==> src/rtl/bp_update_arbiter.sv <==
// bp_update_arbiter
//
// Arbitrates branch-resolution updates from two branch units onto the single
// insertion port of the branch predictor. Requests that cannot cause an
// insertion (not taken, or already owning a predictor entry) are accepted and
// dropped. Same-cycle duplicates with equal source PC are merged. Survivors are
// buffered in an in-order FIFO whose head is issued at one update per cycle.
//
// Ports:
//   clk, rst            clock, synchronous active-high reset
//   IN_flush            discard buffered updates (head still issued this cycle)
//   IN_valid[1:0]       request valid per branch unit
//   IN_branchID/Addr/Dest/Taken/IsJump   request payload per branch unit
//   OUT_ready[1:0]      request accepted when valid & ready (combinational)
//   OUT_branch*         FIFO head presented to the predictor (zero when invalid)
//   OUT_fifoCount       FIFO occupancy
//   OUT_filteredCount   requests dropped by filter or merge (wrapping)
//   OUT_issuedCount     updates issued to the predictor (wrapping)
module bp_update_arbiter #(
  parameter int unsigned FIFO_DEPTH = 4,
  parameter int unsigned ID_BITS    = 6,
  parameter int unsigned CNT_BITS   = 16
) (
  input  logic                              clk,
  input  logic                              rst,
  input  logic                              IN_flush,
  input  logic [1:0]                        IN_valid,
  input  logic [1:0][ID_BITS-1:0]           IN_branchID,
  input  logic [1:0][31:0]                  IN_branchAddr,
  input  logic [1:0][31:0]                  IN_branchDest,
  input  logic [1:0]                        IN_branchTaken,
  input  logic [1:0]                        IN_branchIsJump,
  output logic [1:0]                        OUT_ready,
  output logic                              OUT_branchValid,
  output logic [ID_BITS-1:0]                OUT_branchID,
  output logic [31:0]                       OUT_branchAddr,
  output logic [31:0]                       OUT_branchDest,
  output logic                              OUT_branchTaken,
  output logic                              OUT_branchIsJump,
  output logic [$clog2(FIFO_DEPTH):0]       OUT_fifoCount,
  output logic [CNT_BITS-1:0]               OUT_filteredCount,
  output logic [CNT_BITS-1:0]               OUT_issuedCount
);

  localparam int unsigned PW = $clog2(FIFO_DEPTH);
  localparam int unsigned CW = PW + 1;

  typedef struct packed {
    logic [ID_BITS-1:0] id;
    logic [31:0]        addr;
    logic [31:0]        dest;
    logic               taken;
    logic               jump;
  } entry_t;

  entry_t                mem [FIFO_DEPTH];
  logic [CW-1:0]         count_q, count_d;
  logic [PW-1:0]         wptr_q, wptr_d;
  logic [PW-1:0]         rptr_q, rptr_d;
  logic                  prio_q, prio_d;
  logic [CNT_BITS-1:0]   filt_q, filt_d;
  logic [CNT_BITS-1:0]   issued_q, issued_d;

  entry_t                in_ent [2];
  logic [1:0]            useful;
  logic                  merge;
  logic [CW-1:0]         free;
  logic [1:0]            ready;
  logic [1:0]            enq;
  logic                  enq_p, enq_o;
  logic [1:0]            enq_n;
  logic [1:0]            filt_inc;
  logic                  deq;
  logic [PW-1:0]         wptr_o;

  always_comb begin
    for (int i = 0; i < 2; i++) begin
      in_ent[i] = '{id:    IN_branchID[i],
                    addr:  IN_branchAddr[i],
                    dest:  IN_branchDest[i],
                    taken: IN_branchTaken[i],
                    jump:  IN_branchIsJump[i]};
      useful[i] = IN_valid[i] & IN_branchTaken[i] & (&IN_branchID[i]);
    end
  end

  assign merge = useful[0] & useful[1] & (IN_branchAddr[0] == IN_branchAddr[1]);
  // Free slots from the registered count only; a same-cycle pop is not credited.
  assign free  = CW'(FIFO_DEPTH) - count_q;

  always_comb begin
    ready = 2'b00;
    if (!rst && !IN_flush) begin
      for (int i = 0; i < 2; i++) begin
        if (IN_valid[i]) begin
          if (!useful[i]) begin
            ready[i] = 1'b1;
          end else if (1'(i) == prio_q) begin
            ready[i] = (free >= CW'(1));
          end else if (merge) begin
            // Merged duplicate: dropped, so it never needs a slot.
            ready[i] = 1'b1;
          end else begin
            ready[i] = (free >= CW'(2)) || ((free == CW'(1)) && !useful[prio_q]);
          end
        end
      end
    end
  end

  assign OUT_ready = ready;

  assign enq_p = useful[prio_q] & ready[prio_q];
  assign enq_o = useful[~prio_q] & ~merge & ready[~prio_q];

  always_comb begin
    enq          = 2'b00;
    enq[prio_q]  = enq_p;
    enq[~prio_q] = enq_o;
  end

  assign enq_n    = {1'b0, enq_p} + {1'b0, enq_o};
  assign filt_inc = {1'b0, IN_valid[0] & ready[0] & ~enq[0]}
                  + {1'b0, IN_valid[1] & ready[1] & ~enq[1]};
  assign deq      = (count_q != '0);
  // The priority input takes the lower slot when both are written.
  assign wptr_o   = enq_p ? wptr_q + PW'(1) : wptr_q;

  always_comb begin
    count_d  = count_q + CW'(enq_n) - CW'(deq);
    wptr_d   = wptr_q + PW'(enq_n);
    rptr_d   = rptr_q + PW'(deq);
    prio_d   = prio_q ^ (enq_p | enq_o);
    filt_d   = filt_q + CNT_BITS'(filt_inc);
    issued_d = issued_q + CNT_BITS'(deq);
    if (IN_flush) begin
      count_d = '0;
      wptr_d  = '0;
      rptr_d  = '0;
    end
  end

  always_ff @(posedge clk) begin
    if (rst) begin
      count_q  <= '0;
      wptr_q   <= '0;
      rptr_q   <= '0;
      prio_q   <= 1'b0;
      filt_q   <= '0;
      issued_q <= '0;
    end else begin
      count_q  <= count_d;
      wptr_q   <= wptr_d;
      rptr_q   <= rptr_d;
      prio_q   <= prio_d;
      filt_q   <= filt_d;
      issued_q <= issued_d;
    end
  end

  // Storage needs no reset: reads are gated by count and writes by ready.
  always_ff @(posedge clk) begin
    if (enq_p) mem[wptr_q] <= in_ent[prio_q];
    if (enq_o) mem[wptr_o] <= in_ent[~prio_q];
  end

  entry_t head;
  assign head = deq ? mem[rptr_q] : '0;

  assign OUT_branchValid   = deq;
  assign OUT_branchID      = head.id;
  assign OUT_branchAddr    = head.addr;
  assign OUT_branchDest    = head.dest;
  assign OUT_branchTaken   = head.taken;
  assign OUT_branchIsJump  = head.jump;
  assign OUT_fifoCount     = count_q;
  assign OUT_filteredCount = filt_q;
  assign OUT_issuedCount   = issued_q;

endmodule

==> config.mk <==
export PLATFORM = sky130hd
export DESIGN_NAME = bp_update_arbiter
export DESIGN_NICKNAME = d
export VERILOG_FILES = /design/src/rtl/bp_update_arbiter.sv
export SDC_FILE = /design/constraint.sdc
export NUM_CORES = 1
export LEC_CHECK = 0
export CAP_MARGIN = 40
export CORE_ASPECT_RATIO = 1.5
export CORE_MARGIN = 5
export CORE_UTILIZATION = 40
export DETAILED_ROUTE_END_ITERATION = 10
export MAX_ROUTING_LAYER = met4
export SYNTH_ARGS = -nofsm -noshare
export SYNTH_HDL_FRONTEND = slang
export SYNTH_SLANG_ARGS = --single-unit
==> constraint.sdc <==
create_clock -name clk -period 4.1 [get_ports clk]
set_clock_uncertainty 0.2 [all_clocks]
set_input_delay 0.615 -clock clk [delete_from_list [all_inputs] [get_ports clk]]
set_output_delay 0.615 -clock clk [all_outputs]
set_load 0.02 [all_outputs]
# Yosys cells after proc, flatten, opt, wreduce, memory -nomap -nowiden
# Memories as Yosys holds them, arrays and structs flattened. A register that Yosys moved wholly into a read port is not among the register bits.
# Index checks and enable logic that the tools add are counted.
[word_totals]
reg_bits = 40
word_cells = 95
n_memories = 1
ram_bits = 288
rom_bits = 0
latch_bits = 0
output_inout_bits = 110
inputBits = 149
[memory_table]
columns = ["name", "depth", "word_bits", "read_ports", "rd_ports_with_merged_regs", "write_ports", "line", "rtl"]
rows = [
  ["mem", 4, 72, 1, 1, 2, "56", "entry_t mem [FIFO_DEPTH];"],
]
[op_classes]
n_mul = 0
n_reduce_logical = 12
n_lt_le_gt_ge = 8
n_mux = 34
addsub = 10
n_eq_ne = 2
shifts = 0
div_mod_pow = 0
n_bitwise = 22
[op_table]
columns = ["operator", "n"]
rows = [
  ["72-bit 2-to-1 mux", 7],
  ["32-bit equality test", 1],
  ["1-bit 2-to-1 mux", 21],
  ["16-bit by 1-bit adder with 16-bit output", 1],
  ["16-bit by 2-bit adder with 16-bit output", 1],
  ["1-bit bitwise AND", 13],
  ["6-bit AND reduction", 2],
  ["2-bit 2-to-1 mux", 3],
  ["1-bit by 1-bit adder with 2-bit output", 2],
  ["2-bit greater-or-equal comparator (second input constant)", 2],
  ["1-bit logical AND", 4],
  ["1-bit by 2-bit < comparator with 1-bit output (second input constant)", 2],
  ["1-bit NOT", 4],
  ["1-bit NOT with 2-bit output", 2],
  ["3-bit by 2-bit adder with 3-bit output", 1],
  ["3-bit by 1-bit equality test with 1-bit output (second input constant)", 1],
  ["3-bit by 1-bit greater-or-equal comparator with 1-bit output (second input constant)", 1],
  ["3-bit by 2-bit greater-or-equal comparator with 1-bit output (second input constant)", 1],
  ["1-bit logical NOT", 3],
  ["3-bit nonzero test", 1],
  ["3-bit by 1-bit subtractor with 3-bit output", 1],
  ["3-bit subtractor (first input constant)", 1],
  ["2-bit by 1-bit adder with 2-bit output", 1],
  ["2-bit by 1-bit adder with 2-bit output (second input constant)", 1],
  ["9 further kinds", 11],
]

# Longest topological paths before layout
# Gate-level depths: netlist of run 1.
[depth]
ltp_word = 21
ltp_mapped = 15
ltp_nobuf = 15

# Worst setup path after synthesis of run 1
# OpenSTA, ideal clock, no wires.
[synth_timing]
path_kind = "register -> register"
start = "register count_q[0], in the netlist OUT_fifoCount[0]"
end = "memory mem[0][0] in the netlist's numbering (enable)"
setup_time_ns = 0.743
setup_slack_ns = -0.309
path_stages_with_launch = 10
n_path_buf = 0
arrival_ns = 3.465
required_ns = 3.157
period_less_slack_ns = 4.409
cell_sequence = "dfxtp_1 -> inv_1 -> ha_1 -> ha_1 -> nor4b_4 -> nor3_2 -> a22oi_4 -> mux2_2 -> nand3_2 -> nand2_1"
[synth_rtl]
columns = ["element", "line", "rtl"]
rows = [
  ["start, declared", "57", "logic [CW-1:0] count_q, count_d;"],
  ["start signal, assigned", "152", "count_q <= count_d;"],
  ["end, declared", "56", ""],
]

# Final worst setup path of run 1
[layout_timing]
start = "input IN_branchAddr[61] in the netlist's numbering"
end = "output OUT_ready[1]"
[layout_between]
elab_chain_len = 7
[layout_rtl]
columns = ["element", "line", "rtl"]
rows = [
  ["start, declared", "29", "input logic [1:0][31:0] IN_branchAddr,"],
  ["32-bit equality test", "87", "assign merge = useful[0] & useful[1] & (IN_branchAddr[0] == IN_branchAddr[1]);"],
  ["1-bit bitwise AND", "87", ""],
  ["1-bit 2-to-1 mux", "100", "end else if (merge) begin"],
  ["1-bit 2-to-1 mux", "98", "end else if (1'(i) == prio_q) begin"],
  ["1-bit 2-to-1 mux", "96", "if (!useful[i]) begin"],
  ["1-bit 2-to-1 mux", "95", "if (IN_valid[i]) begin"],
  ["2-bit 2-to-1 mux", "93", "if (!rst && !IN_flush) begin"],
  ["end, declared", "33", "output logic [1:0] OUT_ready,"],
]
# Every way passes these cells.

==> impl_metrics.env, run 1 <==
export IMPL_status="complete, no violations"
export IMPL_crit_required_ns=3.28
export IMPL_post_route_period_util_pct=97.5
export IMPL_h_tree_depth=2
export IMPL_antenna_found_initial=3
export IMPL_grt_ovfl_total=0
export IMPL_row_count=92
export IMPL_dr_pass1_iters=5
export IMPL_wl_per_cell_um=22.8
export IMPL_crit_path_end_kind="output port"
export IMPL_synth_enable_flop_cells=288
export IMPL_cts_setup_buffers=0
export IMPL_core_area_um2=42200
export IMPL_worst_pin_slew_ns=0.772
export IMPL_multi_input_area_um2=7240
export IMPL_fin_cells=2043
export IMPL_synth_xor_area_share_pct=3.33
export IMPL_startpoint_type="input pin"
export IMPL_synth_compound_area_share_pct=0.738
export IMPL_port_buffers=258
export IMPL_nets=1624
export IMPL_synth_top_flop_cell="edfxtp_1"
export IMPL_clkLatencyLatePin_ns=0.51
export IMPL_postLayoutCoreUtil_pct=53.3
export IMPL_hold_path_end="OUT_filteredCount[15]$_SDFF_PP0_"
export IMPL_synthCells=1100
export IMPL_grt_pass1_vias=11725
export IMPL_io_pins=259
export IMPL_async_flop_share_pct=0
export IMPL_worstSetupPathType="input pin to output port"
export IMPL_synth_seq_cells=328
export IMPL_synth_warnings=0
export IMPL_start_util_pct=40.5
export IMPL_fmax_mhz=250
export IMPL_final_common_cell="edfxtp_1"
export IMPL_period_minus_slack_ns=4.00
export IMPL_yosysUniqueCellTypes=46
export IMPL_synth_top_family_by_area="multiplexers"
export IMPL_ys_seq_area_share_pct=55.2
export IMPL_setup_violations_final=0
export IMPL_grt_max_degree=74
export IMPL_routabilityCongestion=0.821
export IMPL_path_cells="clkdlybuf4s50_1 -> xor2_1 -> nor4_1 -> nand3_1 -> or3_4 -> a31o_2 -> a21oi_1 -> dlygate4sd2_1"
export IMPL_seq_area_um2=9460
export IMPL_die_area_um2=47100
export IMPL_hp_class="flop to flop"
export IMPL_wl_um=46500
export IMPL_slowest_stage="clkdlybuf4s50_1"
export IMPL_cap_violations=0
export IMPL_drive_gt1_share_pct=24.7
export IMPL_hold_depth=2
export IMPL_layout_cells_most_common_list="edfxtp_1, clkdlybuf4s50_1, mux2_1"
export IMPL_fin_tns_setup_ns=0
export IMPL_path_delay_family="buffers and inverters"
export IMPL_synth_adder_area_share_pct=1.55
export IMPL_die_h_um=263
export IMPL_grt_pass1_wl_um=70500
export IMPL_slew_headroom_pct=48.1
export IMPL_r2r_start="OUT_fifoCount[0]$_SDFF_PP0_"
export IMPL_antenna_left=0
export IMPL_avgSynthCellArea_um2=15.6
export IMPL_synth_cell_area_um2=17100
export IMPL_crit_fanout=6
export IMPL_drc_errors=0
export IMPL_crit_arrival_ns=3.18
export IMPL_n_fill_cell=3568
export IMPL_max_vdd_ir_drop_mv=0.346
export IMPL_drt_iter0_markers=496
export IMPL_cts_root_buf="clkbuf_16"
export IMPL_leakage_nw=7.81
export IMPL_r2r_setup_slack_ns=0.37
export IMPL_power_density_nw_per_um2=440
export IMPL_synth_simple_area_share_pct=7.95
export IMPL_cts_max_path_buffers=3
export IMPL_clock_sinks=328
export IMPL_rsz0062_at_grt="false"
export IMPL_ff2ff_path_depth=12
export IMPL_synth_mux_area_share_pct=28.4
export IMPL_worst_r2r_endpoint="mem[3][64]$_DFFE_PP_"
export IMPL_cts_buffers_inserted=35
export IMPL_fp_dieW_um=179
export IMPL_slowest_delay_ns=0.60
export IMPL_vias=10688
export IMPL_cts_tree="yes"
export IMPL_place_inst=1982
export IMPL_slew_violations=0
export IMPL_area_delta_synth_final_pct=31.6
export IMPL_routed_via_density=5.23
export IMPL_cp_num_buf_inv=2
export IMPL_hold_viol=0
export IMPL_grtUsageTotal_pct=20.2
export IMPL_hold_path_startpoint="OUT_filteredCount[15]$_SDFF_PP0_"
export IMPL_syn_nets=1269
export IMPL_dp_hpwl_um=31500
export IMPL_cts_clk_slew_worst_paths_ns=0.06
layer usage:
metal	vias up	global-route usage [%]	share of wire, %	wire length [um]
met3	59	2.97	4.1	1930
met4	0	5.71	2.2	1030
met2	254	35.1	53	24700
li1	4927	-	-	-
met1	5448	24.3	41	18900
met5	-	-	0	0
Yosys cell counts, types with 2 or more instances:
| cell | instances | area (um2) |
|---|---|---|
| a21oi_1 | 5 | 25.0 |
| a22o_1 | 3 | 26.3 |
| and2_1 | 79 | 494 |
| and3_1 | 6 | 37.5 |
| and4_1 | 3 | 26.3 |
| buf_1 | 11 | 41.3 |
| buf_2 | 7 | 35.0 |
| buf_4 | 2 | 15.0 |
| buf_6 | 23 | 259 |
| clkbuf_1 | 19 | 71.3 |
| dfxtp_1 | 40 | 801 |
| edfxtp_1 | 288 | 8650 |
| fa_1 | 2 | 40.0 |
| ha_1 | 18 | 225 |
| inv_1 | 16 | 60.1 |
| inv_2 | 2 | 7.51 |
| mux2_1 | 170 | 1910 |
| mux2_2 | 41 | 462 |
| mux2_4 | 51 | 766 |
| mux2i_1 | 9 | 90.1 |
| mux4_2 | 72 | 1620 |
| nand2_1 | 51 | 191 |
| nand3_1 | 18 | 90.1 |
| nand3_2 | 3 | 30.0 |
| nand4_1 | 12 | 75.1 |
| nor2_1 | 39 | 146 |
| nor2_2 | 2 | 12.5 |
| nor2b_1 | 3 | 18.8 |
| nor3_1 | 5 | 25.0 |
| nor3_2 | 2 | 20.0 |
| nor4_1 | 16 | 100 |
| o21ai_0 | 4 | 20.0 |
| or3_1 | 2 | 12.5 |
| xnor2_1 | 9 | 78.8 |
| xor2_1 | 56 | 490 |
power breakdown:
| group | internal (W) | total [W] | switching [W] |
|---|---|---|---|
| Sequential | 0.00365 | 0.00371 | 0.0000591 |
| Clock | 0.00198 | 0.00329 | 0.00130 |
| Combinational | 0.00143 | 0.00292 | 0.00149 |
| Total | 0.00706 | 0.00992 | 0.00285 |
sequential cells by signal (all words and copies together), names as in the netlist:
register           flops
OUT_fifoCount          3
OUT_filteredCount     16
OUT_issuedCount       16
mem                  288
prio_q                 1
rptr_q                 2
wptr_q                 2
worst register-to-register path, delay by kind of cell (launching register included):
| family | cells | cell delay (ns) |
|---|---|---|
| compound gates | 2 | 0.50 |
| fa+ha+maj | 2 | 0.53 |
| buf+inv | 3 | 0.56 |
| flops | 1 | 0.46 |
| mux | 2 | 0.70 |
| simple gates | 3 | 0.53 |
worst max-delay path by stage:
stage / startpoint / end / slack [ns] / cells past startpoint
floorplan: OUT_fifoCount[0]$_SDFF_PP0_ / mem[2][0]$_DFFE_PP_ / 0.37 / 9
global placement: IN_branchAddr[18] / OUT_ready[1] / -0.24 / 9
detailed placement: IN_branchAddr[18] / OUT_ready[1] / -0.25 / 9
CTS: IN_branchAddr[61] / OUT_ready[1] / 0.03 / 8
global route: IN_branchAddr[33] / OUT_ready[1] / 0.007 / 8
finish: IN_branchAddr[61] / OUT_ready[1] / 0.10 / 8
metrics by stage:
step | power [W] | instance area [um2] | worst slack (ns) | hold WS [ns]
final | 0.00992 | 22500 | 0.101 | 0.319
after global routing | 0.0104 | 22500 | 0.00693 | 0.358
after CTS | 0.0101 | 22500 | 0.0286 | 0.329
after detailed placement | 0.00674 | 21300 | -0.249 | 0.309
after global placement | 0.00674 | 21300 | -0.243 | 0.299
after floorplan | 0.00526 | 17100 | 0.368 | 0.350
area by class of cell:
type,count,area share (%)
antenna,3,0.0333
clock buffer,40,4.25
clock inverter,18,0.967
inverter,18,0.300
multi-input combinational,692,32.1
sequential,328,42.0
tap,564,3.13
timing repair buffer,380,17.2
repair_timing:
action / 4_1_cts / 5_1_grt
hold buffers: 0 / 0
cloned: 0 / 0
setup endpoints to repair: 2 / 2
resized for setup: 2 / 1
kinds of logic (layout without fill, tap and decap cells):
logic type      count (synthesis)  count (layout)
xor+xnor                       65              65
mux                           343             343
fa+ha+maj                      20              20
flops                         328             328
simple gates                  247             247
buf+inv                        80             456
other cells                     0               3
compound gates                 17              17
(Power assumes the default switching activity.)
==> run 2, diff against run 1 <==
RECOVER_POWER = 25   (was not set)
==> impl_metrics.env, run 2 (synthesis gave the netlist of run 1 again) <==
export IMPL_status="complete, no violations"
export IMPL_fin_tns_setup_ns=0
export IMPL_hold_viol=0
export IMPL_whs_ns=0.315
export IMPL_die_h_um=263
export IMPL_rsz0062_at_grt="false"
export IMPL_dr_pass1_iters=5
export IMPL_cap_violations=0
export IMPL_startpoint_type="input pin"
export IMPL_cts_setup_buffers=0
export IMPL_slew_headroom_pct=46.8
export IMPL_hp_class="flop to flop"
export IMPL_fmax_mhz=250
export IMPL_grt_util_met2_pct=35.1
export IMPL_use_met1_pct=24.3
export IMPL_wl_um=46500
export IMPL_max_vdd_ir_drop_mv=0.344
export IMPL_dp_hpwl_um=31500
export IMPL_drive_gt1_share_pct=24.1
export IMPL_clock_sinks=328
export IMPL_top_usage_layer="met2"
export IMPL_row_count=92
export IMPL_leakage_nw=7.91
export IMPL_antenna_found_initial=3
export IMPL_vias=10689
export IMPL_crit_arrival_ns=3.18
export IMPL_drt_iter0_markers=516
export IMPL_antenna_left=0
export IMPL_start_util_pct=40.5
export IMPL_cts_max_path_buffers=3
export IMPL_crit_fanout=6
export IMPL_worst_pin_slew_ns=0.791
export IMPL_fp_dieW_um=179
export IMPL_largest_register_ffs=288
export IMPL_die_area_um2=47100
export IMPL_layout_cells_most_common_list="edfxtp_1, clkdlybuf4s50_1, mux2_1"
export IMPL_cts_buffers_inserted=35
export IMPL_cts_tree="yes"
export IMPL_grtUsageTotal_pct=20.2
export IMPL_io_pins=259
export IMPL_grt_max_degree=74
export IMPL_power_density_nw_per_um2=441
export IMPL_seq_area_um2=9460
export IMPL_wl_per_cell_um=22.8
export IMPL_slew_violations=0
export IMPL_routed_via_density=5.23
export IMPL_postCtsHoldBufs=0
export IMPL_grt_ovfl_total=0
export IMPL_core_area_um2=42200
export IMPL_final_common_cell="edfxtp_1"
export IMPL_globalRouteMet3Util_pct=2.97
export IMPL_setup_violations_final=0
export IMPL_n_fill_cell=3581
export IMPL_routabilityCongestion=0.821
export IMPL_grt_pass1_wl_um=70500
export IMPL_clkLatencyLatePin_ns=0.51
export IMPL_worstSetupPathType="input pin to output port"
export IMPL_cts_root_buf="clkbuf_16"
export IMPL_grt_pass1_vias=11725
export IMPL_cts_clk_slew_worst_paths_ns=0.06
export IMPL_h_tree_depth=2
export IMPL_area_delta_synth_final_pct=31.2
export IMPL_period_minus_slack_ns=4.00
export IMPL_port_buffers=258
export IMPL_drc_errors=0
export IMPL_hold_depth=2
export IMPL_post_route_period_util_pct=97.6
export IMPL_crit_required_ns=3.28
export IMPL_multi_input_area_um2=7230
export IMPL_crit_path_end_kind="output port"
export IMPL_cts_resized=2
export IMPL_ff2ff_path_depth=11
export IMPL_nets=1624
export IMPL_regMostFlops="mem"
## run 2: power breakdown
group,switching (W),internal (W),leakage (nW)
clock,0.00130,0.00198,0.586
sequential,0.0000583,0.00365,2.91
combinational,0.00148,0.00142,4.41
## run 2: area by class of cell
cell class / instances / area share, %
Antenna cell: 3 / 0.0334
Clock buffer: 40 / 4.26
Clock inverter: 18 / 0.969
Inverter: 18 / 0.301
Multi-Input combinational cell: 692 / 32.2
Timing Repair Buffer: 380 / 17.0
Tap cell: 564 / 3.14
Sequential cell: 328 / 42.1
## run 2: stage by stage
stage	total power, W	setup WS (ns)	cells	instance area [um2]	utilization (%)
final	0.00990	0.100	2043	22500	53.2
after global routing	0.0103	0.00694	2043	22500	53.2
after CTS	0.0101	0.0286	2040	22500	53.3
after detailed placement	0.00674	-0.249	1982	21300	50.5
after global placement	0.00674	-0.243	1982	21300	50.5
after floorplan	0.00526	0.368	1100	17100	-
## run 2: worst paths after layout
check	startpoint	end	slack [ns]
max	IN_branchAddr[61]	OUT_ready[1]	0.10
min	OUT_filteredCount[15]$_SDFF_PP0_	OUT_filteredCount[15]$_SDFF_PP0_	0.32
max reg2reg	OUT_fifoCount[0]$_SDFF_PP0_	mem[1][26]$_DFFE_PP_	0.33
min reg2reg	OUT_filteredCount[15]$_SDFF_PP0_	OUT_filteredCount[15]$_SDFF_PP0_	0.32
## run 2: critical path, stage by stage
cell and delay, ns:
clkdlybuf4s50_1 0.60, xor2_1 0.21, nor4_1 0.33, nand3_1 0.13, or3_4 0.46, a31o_2 0.26, a21oi_1 0.19, dlygate4sd2_1 0.37
## run 2: layer usage
metal / vias up / wire length [um]
met3: 57 / 2010
li1: 4930 / -
met5: - / 0
met4: 0 / 978
met1: 5438 / 18800
met2: 264 / 24700
